### src/rtl/types_pkg.sv
// Shared types for the load/store path.
//   DATA_BUS     : width of every data path (32).
//   byte_format  : access size, BYTE / HALF / WORD.
//   lsu_state_t  : load_store_unit FSM states (IDLE, ACC0, ACC1, RESP).
//   is_misaligned: true when an access of the given size crosses a word boundary.
package types_pkg;

  localparam int unsigned DATA_BUS = 32;

  typedef enum logic [1:0] {
    BYTE = 2'b00,
    HALF = 2'b01,
    WORD = 2'b10
  } byte_format;

  typedef enum logic [1:0] {
    StIdle = 2'b00,
    StAcc0 = 2'b01,
    StAcc1 = 2'b10,
    StResp = 2'b11
  } lsu_state_t;

  function automatic logic is_misaligned(byte_format size, logic [1:0] off);
    logic mis;
    case (size)
      HALF:    mis = (off == 2'd3);
      WORD:    mis = (off != 2'd0);
      default: mis = 1'b0;
    endcase
    return mis;
  endfunction

endpackage

### src/rtl/lsu_lane_align.sv
// Combinational lane steering for the load/store unit.
// Byte enables and store data are produced over a two-word window: the low word
// is the first (or only) access, the high word is the spill into the next word
// of a split access. Loads take the same two-word window, shift the addressed
// bytes down to lane 0 and zero- or sign-extend by size.
// Ports:
//   size_i   access size          off_i    byte offset within the word
//   uns_i    zero-extend loads    wdata_i  right-aligned store data
//   rdata_i  {second word, first word} of read data
//   be_o     8 lane enables (low 4 = first access, high 4 = second access)
//   wdata_o  lane-shifted store data over the two-word window
//   rdata_o  extracted, extended load data
module lsu_lane_align
  import types_pkg::*;
(
  input  byte_format                size_i,
  input  logic [1:0]                off_i,
  input  logic                      uns_i,
  input  logic [DATA_BUS-1:0]       wdata_i,
  input  logic [2*DATA_BUS-1:0]     rdata_i,
  output logic [7:0]                be_o,
  output logic [2*DATA_BUS-1:0]     wdata_o,
  output logic [DATA_BUS-1:0]       rdata_o
);

  logic [3:0]            base_be;
  logic [4:0]            shamt;
  logic [2*DATA_BUS-1:0] rshift;

  always_comb begin
    case (size_i)
      HALF:    base_be = 4'b0011;
      WORD:    base_be = 4'b1111;
      default: base_be = 4'b0001;
    endcase

    shamt   = {off_i, 3'b000};
    be_o    = {4'b0000, base_be} << off_i;
    wdata_o = {{DATA_BUS{1'b0}}, wdata_i} << shamt;
    rshift  = rdata_i >> shamt;

    case (size_i)
      BYTE:    rdata_o = {{(DATA_BUS-8){~uns_i & rshift[7]}}, rshift[7:0]};
      HALF:    rdata_o = {{(DATA_BUS-16){~uns_i & rshift[15]}}, rshift[15:0]};
      default: rdata_o = rshift[DATA_BUS-1:0];
    endcase
  end

endmodule

### src/rtl/load_store_unit.sv
// Load/store unit: accepts one CPU access at a time and drives a word-addressed,
// byte-enabled data memory with one-cycle read latency.
// Build option: LSU_MISALIGN_EN -- when defined, misaligned accesses are split
// into two word accesses (ACC0, ACC1); when undefined they perform no memory
// write and respond with misalign_err = 1.
// Ports:
//   clk, rst_n            clock, asynchronous active-low reset
//   req_valid/req_ready   request handshake (ready only when idle)
//   req_we, req_size, req_unsigned, req_addr, req_wdata   request fields
//   resp_valid            one-cycle completion pulse
//   resp_rdata            extended load data (0 for stores), held until next response
//   misalign_err          error flag, qualified by resp_valid
//   mem_we, mem_be, mem_addr, mem_wdata, mem_rdata        data memory port
module load_store_unit
  import types_pkg::*;
#(
  parameter int unsigned ADDR_W = 32
) (
  input  logic                clk,
  input  logic                rst_n,
  input  logic                req_valid,
  output logic                req_ready,
  input  logic                req_we,
  input  byte_format          req_size,
  input  logic                req_unsigned,
  input  logic [ADDR_W-1:0]   req_addr,
  input  logic [DATA_BUS-1:0] req_wdata,
  output logic                resp_valid,
  output logic [DATA_BUS-1:0] resp_rdata,
  output logic                misalign_err,
  output logic                mem_we,
  output logic [3:0]          mem_be,
  output logic [ADDR_W-1:0]   mem_addr,
  output logic [DATA_BUS-1:0] mem_wdata,
  input  logic [DATA_BUS-1:0] mem_rdata
);

  lsu_state_t state_q, state_d;

  logic                we_q;
  logic                uns_q;
  byte_format          size_q;
  logic [ADDR_W-1:0]   addr_q;
  logic [DATA_BUS-1:0] wdata_q;
  logic [DATA_BUS-1:0] lo_q;     // read data of the first half of a split load
  logic                resp_valid_q;
  logic                err_q;
  logic [DATA_BUS-1:0] rdata_q;

  logic                  mis;
  logic                  split;
  logic                  bad;
  logic [ADDR_W-1:0]     word_addr;
  logic [7:0]            lane_be;
  logic [2*DATA_BUS-1:0] lane_wdata;
  logic [2*DATA_BUS-1:0] rd_window;
  logic [DATA_BUS-1:0]   load_data;

  assign mis = is_misaligned(size_q, addr_q[1:0]);

`ifdef LSU_MISALIGN_EN
  assign split = mis;
  assign bad   = 1'b0;
`else
  assign split = 1'b0;
  assign bad   = mis;
`endif

  assign word_addr = {addr_q[ADDR_W-1:2], 2'b00};

  // During RESP, mem_rdata carries the last access; a split load pairs it with
  // the first word captured in ACC1.
  assign rd_window = split ? {mem_rdata, lo_q} : {{DATA_BUS{1'b0}}, mem_rdata};

  lsu_lane_align u_lane_align (
    .size_i  (size_q),
    .off_i   (addr_q[1:0]),
    .uns_i   (uns_q),
    .wdata_i (wdata_q),
    .rdata_i (rd_window),
    .be_o    (lane_be),
    .wdata_o (lane_wdata),
    .rdata_o (load_data)
  );

  always_ff @(posedge clk or negedge rst_n) begin
    if (!rst_n) begin
      state_q      <= StIdle;
      we_q         <= 1'b0;
      uns_q        <= 1'b0;
      size_q       <= BYTE;
      addr_q       <= '0;
      wdata_q      <= '0;
      lo_q         <= '0;
      resp_valid_q <= 1'b0;
      err_q        <= 1'b0;
      rdata_q      <= '0;
    end else begin
      state_q <= state_d;
      if (req_valid && req_ready) begin
        we_q    <= req_we;
        uns_q   <= req_unsigned;
        size_q  <= req_size;
        addr_q  <= req_addr;
        wdata_q <= req_wdata;
      end
      if (state_q == StAcc1) begin
        lo_q <= mem_rdata;
      end
      resp_valid_q <= (state_q == StResp);
      err_q        <= (state_q == StResp) && bad;
      if (state_q == StResp) begin
        rdata_q <= (we_q || bad) ? '0 : load_data;
      end
    end
  end

  always_comb begin
    state_d   = state_q;
    mem_we    = 1'b0;
    mem_be    = 4'b0000;
    mem_addr  = '0;
    mem_wdata = '0;
    case (state_q)
      StIdle: begin
        if (req_valid) state_d = StAcc0;
      end
      StAcc0: begin
        state_d  = split ? StAcc1 : StResp;
        mem_addr = word_addr;
        if (!bad) begin
          mem_we    = we_q;
          mem_be    = lane_be[3:0];
          mem_wdata = lane_wdata[DATA_BUS-1:0];
        end
      end
      StAcc1: begin
        state_d   = StResp;
        mem_addr  = word_addr + ADDR_W'(4);
        mem_we    = we_q;
        mem_be    = lane_be[7:4];
        mem_wdata = lane_wdata[2*DATA_BUS-1:DATA_BUS];
      end
      StResp: begin
        state_d = StIdle;
      end
      default: begin
        state_d = StIdle;
      end
    endcase
  end

  assign req_ready    = (state_q == StIdle);
  assign resp_valid   = resp_valid_q;
  assign resp_rdata   = rdata_q;
  assign misalign_err = err_q;

endmodule

### config.mk
export PLATFORM = sky130hd
export DESIGN_NAME = load_store_unit
export DESIGN_NICKNAME = d
export VERILOG_FILES = /design/src/rtl/types_pkg.sv /design/src/rtl/lsu_lane_align.sv /design/src/rtl/load_store_unit.sv
export SDC_FILE = /design/constraint.sdc
export NUM_CORES = 1
export LEC_CHECK = 0
export ABC_AREA = 1
export CORE_MARGIN = 5
export CORE_UTILIZATION = 25
export DETAILED_ROUTE_END_ITERATION = 8
export PLACE_DENSITY = 0.47
export SLEW_MARGIN = 20
export SYNTH_ARGS = -nofsm -noshare
export SYNTH_HDL_FRONTEND = slang
export SYNTH_SLANG_ARGS = --single-unit
### constraint.sdc
create_clock -name clk -period 2.1 [get_ports clk]
set_input_delay 0.525 -clock clk [delete_from_list [all_inputs] [get_ports clk]]
set_output_delay 0.525 -clock clk [all_outputs]
set_load 0.01 [all_outputs]
# --- After elaboration in Yosys (flattened, before gate mapping) ---
# Cells that the tools add are included.
totals:
  register_bits: 104
  inputBits: 103
  out_inout_bits: 104
  word_cells: 43
op_classes:
  n_addsub: 1
  n_eq_ne: 7
  n_shift: 3
  n_mux: 13
  bitwise: 3
  reduce_logical: 7
op_table:
  columns: ["op", "n"]
  rows:
  - ["32-bit one-hot mux with 2 select lines", 3]
  - ["32-bit two-way mux", 2]
  - ["32-bit by 5-bit << shifter with 64-bit output", 1]
  - ["32-bit by 3-bit adder with 32-bit output, second input constant", 1]
  - ["32-bit by 5-bit right shift with 32-bit output", 1]
  - ["4-bit one-hot mux with 2 select lines", 2]
  - ["2-bit equality test, second input constant", 4]
  - ["4-bit by 2-bit << shifter with 8-bit output", 1]
  - ["2-bit one-hot mux with 3 select lines", 1]
  - ["2-bit by 1-bit equality test with 1-bit output, second input constant", 2]
  - ["2-bit zero test", 2]
  - ["4-bit two-way mux", 1]
  - ["1-bit one-hot mux with 2 select lines", 2]
  - ["1-bit AND", 2]
  - ["1-bit logical AND", 2]
  - ["2-bit two-way mux", 1]
  - ["2-bit inequality test, second input constant", 1]
  - ["2-bit nonzero test", 1]
  - ["2-bit OR reduction", 1]
  - ["1-bit logical OR", 1]
  - ["1-bit two-way mux", 1]
  - ["1-bit inverter", 1]

# --- Longest topological paths before layout ---
depth:
  depth_word: 5
  mapped_depth: 12
  mapped_depth_nobuf: 9

# --- Cells and area by module ---
# From an unflattened synthesis, not the netlist that was laid out.
unflattened:
  cells_unflattened: 1193
  hier_area_um2: 8041.5
by_module_without_submodules:
  columns: ["mod", "instances", "cells_each", "area_each_um2", "seq_area_each_um2"]
  rows:
  - ["load_store_unit", 1, 771, 6032.0, 2602.5]
  - ["lsu_lane_align", 1, 422, 2009.4, 0.0]

# --- Worst setup path before layout ---
# Ideal clock, no wire load.
synth_path:
  path_kind: "register -> output"
  from: "register state_q[0]"
  to: "output mem_addr[6]"
  arrival_ns: 1.678
  required_ns: 1.575
  path_slack_ns: -0.103
  stages_incl_launch_ff: 7
  n_path_buf: 2
  path_cell_list: "dfrtp_1 > inv_1 > ha_1 > clkbuf_1 > clkinv_1 > clkbuf_1 > a221oi_1"
synth_between:
  elab_chain_len: 2
  elab_cells_between_ends: 3
  cone_classes: "eq/ne: 2; mux: 1"
synth_rtl:
  columns: ["element", "line", "rtl"]
  rows:
  - ["start: declaration", "load_store_unit.sv:38", "lsu_state_t state_q, state_d;"]
  - ["start signal: assignment", "load_store_unit.sv:88", "state_q <= StIdle;"]
  - ["start signal: assignment", "load_store_unit.sv:99", "state_q <= state_d;"]
  - ["2-bit equality test / 2-bit by 1-bit equality test with 1-bit output (equally long branches)", "load_store_unit.sv:124", "case (state_q)"]
  - ["32-bit one-hot mux with 2 select lines *", "load_store_unit.sv:124", null]
  - ["end: declaration", "load_store_unit.sv:33", "output logic [ADDR_W-1:0] mem_addr,"]
# Every way passes the cells marked *; elsewhere a longest branch is shown, timed or not.

# --- Final worst setup path ---
layout_path:
  from: "register size_q[0]"
  to: "output mem_wdata[19]"
layout_between:
  elab_chain_len: 4
  elab_cells_between_ends: 5
  cone_classes: "eq/ne: 2; mux: 3"
layout_rtl:
  columns: ["element", "line", "rtl"]
  rows:
  - ["start: declaration", "load_store_unit.sv:42", "byte_format size_q;"]
  - ["start signal: assignment", "load_store_unit.sv:103", "size_q <= req_size;"]
  - ["2-bit equality test / 2-bit by 1-bit equality test with 1-bit output (equally long branches)", "types_pkg.sv:25", "case (size)"]
  - ["1-bit one-hot mux with 2 select lines *", "types_pkg.sv:25", null]
  - ["32-bit two-way mux *", "load_store_unit.sv:131", "if (!bad) begin"]
  - ["32-bit one-hot mux with 2 select lines *", "load_store_unit.sv:124", null]
  - ["end: declaration", "load_store_unit.sv:34", "output logic [DATA_BUS-1:0] mem_wdata,"]
# Marks and branches as above.

==> Implementation_results.wiki <==
{| class="wikitable"
! Metric !! Value
|-
| Run status || complete, but fails checks
|-
| Failing checks || setup timing
|-
| Worst reg-to-reg path cell count || 10
|-
| Number of non-filler instances in the completed layout || 1758
|-
| Post-layout power || around 20 mW
|-
| Number of antenna violations at the first check in global routing || 3
|-
| Number of buffers inserted during clock tree synthesis || 9
|-
| Die width || 178 um
|-
| Drt total wl || ~30000 um
|-
| Final-layout worst hold slack || 0.0750 ns
|-
| Number of placed cells counting well taps || approximately 1700
|-
| Post-synth EDFFs || 0
|-
| Worst setup slack before clock tree synthesis || -0.636 ns
|-
| Average wire per standard cell || between 15 and 20 um
|-
| Post-synth design cell area || approximately 7000 um^2
|-
| Post-CTS clock slew at the launch and capture registers of the worst setup and hold paths || ~0.080 ns
|-
| Max-cap check violation count || 0
|-
| Startpoint kind of the worst setup timing path || register
|-
| Number of design-rule violations left by the first detailed-router iteration || between 400 and 500
|-
| All-Layer GR Usage || 18.8%
|-
| Global-route wire length before repair || 46700 um
|-
| Critical path capture point type || primary output
|-
| Type of the worst min-delay path || primary input to asynchronous set/reset pin
|-
| Largest family of logic cells by synthesized area || simple AND/OR/NAND/NOR gates
|-
| Fmax achieved || between 400 and 500 MHz
|-
| Ratio of final minimum period to clock period || 118%
|-
| Post-detail-place hpwl || about 22000 um
|-
| Fill cell instance count of the final layout || between 2000 and 3000
|-
| Diode insertion count for antenna repair || 0
|-
| Standard cell area after detailed placement || roughly 10000 um^2
|-
| Buffer levels on the longest clock path || 2
|-
| Dominant cell type by area after synthesis || dfrtp_1
|-
| Placer congestion estimate || approximately 0.87
|-
| Total routed wire length on the met1 layer || around 13000 um
|-
| Worst-path cell with the longest stage delay || dfrtp_1
|-
| Post-synthesis cell type count || 39
|-
| Sinks on the clock net || approximately 100
|-
| Standard-cell row count || 61
|-
| Power per cell area || 1640 nW/um^2
|-
| Number of warnings issued by yosys || 0
|-
| Minimum clock period after layout || between 2 and 2.5 ns
|-
| Worst Path Required || 1.57 ns
|-
| Most common cell in the netlist || nand2_1
|-
| Setup WS post-layout || -0.375 ns
|-
| Met2 routed WL || about 15000 um
|-
| Post-Route Setup TNS || -19.67 ns
|-
| Leading post-synthesis cells by cell area || dfrtp_1, nand2_1, a21oi_1
|-
| CTS Hold Buffers Added || 0
|-
| Adder-Cell Fraction of Synth Area || about 1.8%
|-
| Leakage || ~5.5 nW
|-
| Worst clock skew || approximately 0.010 ns
|-
| CTS tree || built
|-
| RSZ-0062 raised after global routing || true
|-
| Highest ir drop seen on vdd || between 0.0006 and 0.0007 V
|-
| Remaining global-route overflow || 0
|-
| Total count of hold-check failures in the final report || 0
|-
| Async set-reset flop share out of synthesis || 100%
|-
| Critical Path AT || 1.95 ns
|-
| Number of slew-limit violations in the final report || 0
|-
| Root Buffer || clkbuf_16
|-
| Area inside the core boundary || 27800 um^2
|-
| DRC errors left || 0
|-
| Number of levels the H-tree was split into || 3
|-
| Initial Util || between 20% and 30%
|-
| Number of iterations in the first detailed-routing pass || 5
|-
| Detail Route Antenna Nets || 0
|-
| Largest driver fanout on the critical path || 7
|-
| Port bufs || slightly above 200
|-
| Average vias per placed instance || roughly 4.7
|-
| Top metal layer carrying routed signals || met5
|-
| Commonest cells in the netlist || nand2_1, nor2_1, a21oi_1
|-
| Final Setup Violations || 67
|-
| Clock latency on the worst-skew pair || roughly 0.36 ns
|-
| Mean area per synthesized cell || ~6.7 um^2
|-
| Maximum number of pins on one net before global-route repair || 53
|-
| Cells after synthesis || around 1000
|-
| Number of nets in the final layout || roughly 1500
|-
| Met3 wire length || 1570 um
|-
| XOR/XNOR Fraction of Synth Area || 0%
|-
| Leading register cell type out of synthesis || dfrtp_1
|-
| Utilization after layout || between 40% and 50%
|-
| Via count of the first global-routing pass || 8318
|-
| Ratio of cells with drive above 1 in the final layout || 38.0%
|-
| Number of synthesized register bits || between 100 and 150
|-
| Die height || roughly 180 um
|-
| Critical setup path kind || register to primary output
|-
| Relative area change from synthesis to final layout || 75.3%
|-
| Top-Level Pins || roughly 210
|-
| Post-route cell area || between 10000 and 15000 um^2
|-
| Cells along the critical path || buf_6 -> ha_4 -> nand2_2 -> nand2_2 -> nand3_4 -> nand2_4 -> inv_8 -> buf_16 -> nand2_4 -> a21oi_2 -> buf_2
|-
| Total via count after detailed routing || between 8000 and 9000
|-
| Register area share after synthesis || 37.1%
|-
| CP peak stage delay || 0.41 ns
|-
| Share of cell area taken by muxes after synthesis || between 5 and 6%
|-
| Proportion of netlist area held by the largest area contributor || 37.1%
|-
| Die area || about 32000 um^2
|-
| Compound-cell area share of the yosys netlist || between 10 and 15%
|-
| Post-Synth Simple-Gate Area || around a third
|}
-- placed cells by master (no fill, tap or decap), types with 4 or more instances in the layout --
master,count
mux2_2,34
buf_6,45
a21oi_4,10
o21ai_2,12
dfrtp_2,10
a21oi_2,39
dfrtp_1,94
a21oi_1,58
buf_12,17
clkbuf_16,11
buf_8,6
nand3_2,10
inv_1,43
buf_2,49
o21ai_0,42
nand2_2,40
nand2_4,19
nor2_2,19
nor2_1,79
inv_2,6
nand3_1,65
o21ai_1,18
buf_4,121
buf_16,4
clkdlybuf4s50_1,135
ha_4,6
nand4_1,4
nor2_4,26
nand2_1,300
-- routing by layer --
| layer | up-vias | GRT usage (%) |
|---|---|---|
| met5 | - | 0 |
| met4 | 6 | 5.29 |
| met3 | 39 | 3.69 |
| met2 | 207 | 31.5 |
| met1 | 3919 | 24.8 |
| li1 | 4062 | - |
-- power breakdown --
group	total [mW]	internal, mW	switching, mW
Clock	1.95	1.07	0.886
Sequential	3.72	2.91	0.814
Combinational	14.5	6.71	7.79
Total	20.2	10.7	9.49
-- final cells by class --
class                      count  area, um^2  share of cell area [%]
clock inverter                 7         103                   0.834
clock buffer                   9         225                    1.83
inverter                      59         259                    2.11
timing repair buffer         382        3650                    29.7
multi-input combinational    819        4970                    40.4
sequential                   104        2620                    21.3
tap                          378         473                    3.85
-- worst max-delay path: cells and delay by family (launching register included) --
kind,cells,cell delay (ns)
flops,1,0.41
buf+inv,4,0.54
compound gates,1,0.14
simple gates,5,0.36
fa+ha+maj,1,0.15
-- state kept, by name, summed over array words and instances (netlist names) --
name	flops
addr_q	32
resp_rdata	32
wdata_q	32
size_q	2
state_q	2
misalign_err	1
resp_valid	1
uns_q	1
we_q	1
-- timing repair --
action | CTS | global route
buffers inserted | 27 | 16
pin swaps | 40 | 55
hold endpoints to repair | 0 | 0
resized for setup | 502 | 151
gates cloned | 5 | 2
endpoints found under the setup margin | 72 | 97
-- logic make-up (layout without fill, tap and decap cells) --
group / Yosys count / count (layout)
AO/OA/AOI/OAI: 198 / 198
adder cells (fa/ha/maj): 10 / 10
buffers and inverters: 121 / 457
flip-flops: 104 / 104
multiplexers: 34 / 34
other: 1 / 2
AND/OR/NAND/NOR: 575 / 575
-- final timing paths --
check | slack (ns) | endpoint | startpoint
hold / removal | 0.07 | resp_rdata[11]$_DFFE_PN0P_ | rst_n
max in group asynchronous | 1.34 | addr_q[21]$_DFFE_PN0P_ | rst_n
min in group clk | 0.48 | resp_rdata[29]$_DFFE_PN0P_ | resp_rdata[29]$_DFFE_PN0P_
setup reg to reg | 0.11 | resp_rdata[12]$_DFFE_PN0P_ | addr_q[0]$_DFFE_PN0P_
hold reg to reg | 0.48 | resp_rdata[29]$_DFFE_PN0P_ | resp_rdata[29]$_DFFE_PN0P_
setup / recovery | -0.37 | mem_wdata[19] | size_q[0]$_DFFE_PN0P_
No activity file was read; power rests on OpenSTA's default activity.
